**src/rtl/prio_arb_pkg.sv**
```systemverilog
// ----------------------------------------------------------------------------
// prio_arb_pkg
// Shared types and helpers for the registered N-input priority arbiter.
//   state_t : arbiter FSM state (IDLE, GRANT)
//   rot_idx : modulo-n index arithmetic, (base + off) mod n, for
//             non-negative operands
// ----------------------------------------------------------------------------
package prio_arb_pkg;

    typedef enum logic [0:0] {
        IDLE  = 1'b0,
        GRANT = 1'b1
    } state_t;

    // Operands are always non-negative here; callers express "minus k" as
    // "plus (n - k)" so the modulo never sees a negative value.
    function automatic int rot_idx(input int base, input int off, input int n);
        return (base + off) % n;
    endfunction

endpackage : prio_arb_pkg

```
**src/rtl/prio_enc_core.sv**
```systemverilog
// ----------------------------------------------------------------------------
// prio_enc_core
// Combinational N-to-W priority encoder with a movable top-priority pointer.
// Search order is ptr, ptr-1, ..., 0, N-1, ..., ptr+1 (modulo N).
//
// Ports
//   req    in  N  request vector, bit i requests index i
//   ptr    in  W  index holding top priority
//   found  out 1  at least one request is set
//   idx    out W  winning index (meaningful only when found=1)
//   onehot out N  one-hot form of idx, all zeros when found=0
// ----------------------------------------------------------------------------
module prio_enc_core
    import prio_arb_pkg::*;
#(
    parameter  int N = 8,
    localparam int W = $clog2(N)
) (
    input  logic [N-1:0] req,
    input  logic [W-1:0] ptr,
    output logic         found,
    output logic [W-1:0] idx,
    output logic [N-1:0] onehot
);

    logic [N-1:0] w_rot;
    int           w_sh;
    int           w_hi;

    always_comb begin
        // Rotate right by (ptr+1) mod N, which is the same as rotating left by
        // (N-1-ptr): request ptr lands in bit N-1, so a plain highest-set-bit
        // search walks ptr, ptr-1, ... in the original numbering.
        w_sh  = rot_idx(int'(ptr), 1, N);
        w_rot = N'({req, req} >> w_sh);

        w_hi = 0;
        for (int j = 0; j < N; j++) begin
            if (w_rot[j]) begin
                w_hi = j;
            end
        end

        // Undo the rotation to recover the original request index.
        found  = |req;
        idx    = W'(rot_idx(w_hi, w_sh, N));
        onehot = found ? (N'(1) << idx) : '0;
    end

endmodule : prio_enc_core

```
**src/rtl/prio_arbiter_n.sv**
```systemverilog
// ----------------------------------------------------------------------------
// prio_arbiter_n
// Registered N-input priority arbiter with a valid/ready output handshake.
// A sampled request vector is encoded into a grant that is held bit-stable
// until the consumer accepts it; back-to-back grants need no idle cycle.
// The default build is strict fixed priority (bit N-1 highest).
// Defining PRIO_ARB_ROUND_ROBIN_EN adds a rotating priority pointer: after
// each accepted grant the just-served index drops to lowest priority.
//
// Ports
//   clk        in  1  rising-edge clock
//   rst        in  1  synchronous active-high reset
//   req        in  N  level-sensitive request vector
//   out_ready  in  1  consumer accepts the presented grant
//   out_valid  out 1  a grant is presented
//   out_idx    out W  winning index, meaningful while out_valid=1
//   out_onehot out N  one-hot winner, all zeros while out_valid=0
// ----------------------------------------------------------------------------
module prio_arbiter_n
    import prio_arb_pkg::*;
#(
    parameter  int N = 8,
    localparam int W = $clog2(N)
) (
    input  logic         clk,
    input  logic         rst,
    input  logic [N-1:0] req,
    input  logic         out_ready,
    output logic         out_valid,
    output logic [W-1:0] out_idx,
    output logic [N-1:0] out_onehot
);

    state_t       r_state;
    state_t       w_state_next;
    logic [W-1:0] r_idx;
    logic [N-1:0] r_onehot;

    logic         w_handshake;
    logic         w_load;
    logic         w_clear;
    logic         w_found;
    logic [W-1:0] w_idx;
    logic [N-1:0] w_onehot;
    logic [W-1:0] w_ptr_eff;

    assign w_handshake = (r_state == GRANT) && out_ready;

`ifdef PRIO_ARB_ROUND_ROBIN_EN
    logic [W-1:0] r_ptr;
    logic [W-1:0] w_ptr_next;

    // (idx - 1) mod N, written as idx + (N-1) to keep the modulo non-negative;
    // index 0 wraps to N-1.
    assign w_ptr_next = W'(rot_idx(int'(r_idx), N - 1, N));

    // A grant retiring this cycle must already see the rotated pointer so the
    // back-to-back winner skips the index just served.
    assign w_ptr_eff  = w_handshake ? w_ptr_next : r_ptr;

    always_ff @(posedge clk) begin
        if (rst) begin
            r_ptr <= W'(N - 1);
        end else if (w_handshake) begin
            r_ptr <= w_ptr_next;
        end
    end
`else
    assign w_ptr_eff = W'(N - 1);
`endif

    prio_enc_core #(
        .N (N)
    ) u_enc (
        .req    (req),
        .ptr    (w_ptr_eff),
        .found  (w_found),
        .idx    (w_idx),
        .onehot (w_onehot)
    );

    always_comb begin
        w_state_next = r_state;
        w_load       = 1'b0;
        w_clear      = 1'b0;
        case (r_state)
            IDLE: begin
                if (w_found) begin
                    w_load       = 1'b1;
                    w_state_next = GRANT;
                end
            end
            GRANT: begin
                // Without out_ready the grant is simply held; req is ignored.
                if (out_ready) begin
                    if (w_found) begin
                        w_load = 1'b1;
                    end else begin
                        w_clear      = 1'b1;
                        w_state_next = IDLE;
                    end
                end
            end
            default: begin
                w_clear      = 1'b1;
                w_state_next = IDLE;
            end
        endcase
    end

    always_ff @(posedge clk) begin
        if (rst) begin
            r_state  <= IDLE;
            r_idx    <= '0;
            r_onehot <= '0;
        end else begin
            r_state <= w_state_next;
            if (w_load) begin
                r_idx    <= w_idx;
                r_onehot <= w_onehot;
            end else if (w_clear) begin
                r_idx    <= '0;
                r_onehot <= '0;
            end
        end
    end

    assign out_valid  = (r_state == GRANT);
    assign out_idx    = r_idx;
    assign out_onehot = r_onehot;

endmodule : prio_arbiter_n

```
**config.mk**
```make
export PLATFORM = sky130hd
export DESIGN_NAME = prio_arbiter_n
export DESIGN_NICKNAME = d
export VERILOG_FILES = /design/src/rtl/prio_arb_pkg.sv /design/src/rtl/prio_enc_core.sv /design/src/rtl/prio_arbiter_n.sv
export SDC_FILE = /design/constraint.sdc
export NUM_CORES = 1
export LEC_CHECK = 0
export CAP_MARGIN = 15
export CORE_AREA = 8 8 45 47
export CTS_BUF_LIST = sky130_fd_sc_hd__clkbuf_4
export DETAILED_ROUTE_END_ITERATION = 6
export DIE_AREA = 0 0 53 55
export HOLD_SLACK_MARGIN = 0.03
export PLACE_DENSITY = 0.74
export SLEW_MARGIN = 5
export SYNTH_ARGS = -nofsm -noshare
export SYNTH_HDL_FRONTEND = slang
export SYNTH_SLANG_ARGS = --single-unit
```
**constraint.sdc**
```tcl
create_clock -name clk -period 3 [get_ports clk]
set_clock_uncertainty 0.2 [all_clocks]
set_input_delay 0.45 -clock clk [delete_from_list [all_inputs] [get_ports clk]]
set_output_delay 0.45 -clock clk [all_outputs]
set_load 0.005 [all_outputs]
```
==> metrics.md <==
| Metric | Value |
|---|---|
| Status | finished clean |
| Global-route wire length before repair | 2080 µm |
| Share of the synthesized area in the top cell type | 46.9% |
| P_sw | 0.0758 mW |
| Internal Power | 0.246 mW |
| Cell variety after synth | 21 |
| Area after DPL | 741 µm² |
| Initial antenna violation count | 0 |
| MaxCap Viol Count | 0 |
| Placed cell count | 86 |
| ANT nets after route | 0 |
| Via Count | 486 |
| Routed Wire Length | 1350 µm |
| Adder-Cell Fraction of Synth Area | 0% |
| Worst slack, placed | 0.539 ns |
| Sequential power share | 52.9% |
| Power Density | 421 nW/µm² |
| Hold_sp | out_onehot[0] |
| Hold Buf Count CTS | 0 |
| Min Tclk post-route | 2.19 ns |
| GRT Overall Usage | 10.1% |
| Combinational power share | 17.3% |
| Post-Syn Nets | 60 |
| Fill cell count | 135 |
| Clk pwr share | 29.8% |
| Synth warnings | 0 |
| GPL Wtd Cong | 0.737 |
| Largest cells by area after synthesis | dfxtp_1 47%, a32o_2 6.6%, a32o_1 5.9% |
| Max Clk Rate | 0.456 GHz |
| Cells after Synth | 49 |
| Nets | 86 |
| DP Wirelength | 1070 µm |
| Syn_area_per_cell | 10.4 µm² |
| Die height | 55 µm |
| Slew headroom | 53.3% |
| Synth async-reset ratio | 0% |
| Starting Density | 37.0% |
| Reg2Reg Depth | 3 |
| CP Launch Type | input port |
| Worst VDD drop | 0.000241 V |
| Combinational family with the most area after synthesis | compound AO/OA/AOI/OAI gates |
| PortBufs | 22 |
| Drt pass-1 iters | 3 |
| Leak | 0.305 nW |
| Vias per inst | 5.46 |
| Fin Setup TNS | 0 ns |
| Commonest register cell after synthesis | dfxtp_1 |
| CTS tree | yes |
| Critical Path End Type | flip-flop |
| Post-Layout Cell Count | 89 |
| I/O pin total | 23 |
| Drt first-iter violations | 15 |
| Mux contribution to synthesized area | 0% |
| Critical path data arrival time | 2.21 ns |
| Final Max Slew Viols | 0 |
| TritonCTS Buffers | 3 |
| Simple-Gate Fraction of Synth Area | 16.4% |
| PnR worst setup slack | 0.809 ns |
| Worst skew pair latency | 0.27 ns |
| Net Sw Frac | 23.6% |
| Yosys top cell by area | dfxtp_1 |
| Clk buf depth | 2 |
| Worst Path Max Fanout | 11 |
| Worst Tran Pin Value | 0.694 ns |
| Tot Pwr | 0.322 mW |
| Syn-to-layout area delta | 49.1% |
| Final Hold Violating Endpoints | 0 |
| Hold Path Depth | 1 |
| WL per Instance | 15.1 µm |
| Layout cells sized above 1 | 15.1% |
| # rows | 14 |
| Seq cells post-synth | 12 |
| CTS root buf | clkbuf_4 |
| Clock sinks | 12 |
| R2R Path Start | out_valid |
| Ant. Diodes | 0 |
| Register area share after synthesis | 46.9% |
| Mapped cell area | 512 µm² |
| Most common cell in the synthesized netlist | dfxtp_1 |
| Post-CTS Setup Bufs | 0 |
| Total gr overflow | 0 |
| R2r endpoint | out_onehot[3] |
| EDFF count, synth | 0 |
| Setup Viol. Count Final | 0 |
| Synth top cells by count | 12 x dfxtp_1, 5 x inv_1, 5 x nor2_1 |
| Worst min-delay path category | flip-flop to flip-flop |
| Post-Synth XOR/XNOR Area | 0% |
| Largest net degree at the start of global routing | 12 |
| Setup CP Type | input port to flip-flop |
| H-tree levels | 1 |
| Finished Cell Area | 763 µm² |
| Clk slew on worst S/H paths | 0.07 ns |
| Post-CTS Resized | 0 |
| Worst hold endpoint | out_onehot[0] |
| Period utilisation layout | 73.0% |
| Die W | 53 µm |
| DRC viols | 0 |
| Die area | 2920 µm² |
| RSZ-0062 raised after global routing | no |
| Critical Path RT | 3.02 ns |
| Number of global-route vias before repair | 451 |
| R2R Setup Slk | 1.45 ns |
| Post-synthesis compound-gate area fraction | 30.8% |
| Core area | 1380 µm² |
[power groups by stage]
stage | clock (mW) | combinational [mW] | sequential [mW]
floorplan | 0 | 0.0208 | 0.174
global placement | 0 | 0.0555 | 0.174
detailed placement | 0 | 0.0555 | 0.174
CTS | 0.0962 | 0.0559 | 0.170
global route | 0.108 | 0.0605 | 0.171
finish | 0.0957 | 0.0556 | 0.170
[cell families (layout without fill, tap and decap cells)]
kind of cell / Yosys count / in the layout
compound gates: 17 / 17
simple gates: 14 / 14
flops: 12 / 12
buf+inv: 6 / 30
[critical path, stage by stage]
cell             delay (ns)
clkdlybuf4s50_1        0.49
or4_4                  0.59
nor3_4                 0.16
a32o_2                 0.35
a22o_2                 0.18
[cell usage in the layout, fill, tap and decap left out, types with 2 or more instances in the layout]
master           count
o21ai_0              2
o2bb2ai_1            2
dfxtp_1             12
nand2_1              3
clkdlybuf4s50_1     22
a22o_1               2
clkbuf_4             3
inv_1                5
nor2_1               5
a32o_2               3
a32o_1               3
[metal layers]
layer / up-vias / track usage, % / share of wire [%]
met3: 5 / 5.61 / 9.1
met1: 226 / 11.0 / 43
met5: - / 0 / 0
li1: 237 / - / -
met4: 0 / 7.76 / 2.9
met2: 18 / 14.3 / 45
[area by class of cell]
cell class                 instances  area [µm²]  area share (%)
tap                               16        20.0            2.62
timing repair buffer              22         220            28.9
multi-input combinational         31         241            31.6
inverter                           5        18.8            2.46
clock buffer                       3        22.5            2.95
sequential                        12         240            31.5
[registers in the layout, summed over array words and instances (netlist names)]
name	count
out_idx	3
out_onehot	8
out_valid	1
[worst max-delay path by stage]
| stage | start | end | slack, ns | depth (start not counted) |
|---|---|---|---|---|
| floorplan | req[7] | out_idx[1] | 1.18 | 5 |
| global placement | req[7] | out_onehot[5] | 0.57 | 5 |
| detailed placement | req[7] | out_onehot[5] | 0.54 | 5 |
| CTS | req[7] | out_onehot[5] | 0.81 | 5 |
| global route | req[7] | out_onehot[5] | 0.76 | 5 |
| finish | req[7] | out_onehot[5] | 0.81 | 5 |
[stage by stage]
step	util, %	hold slack (ns)
2_1_floorplan	-	0.256
3_3_place_gp	53.5	0.255
3_5_place_dp	53.5	0.254
4_1_cts	55.2	0.269
5_1_grt	55.2	0.277
6_report	55.2	0.265
(Power assumes the default switching activity.)
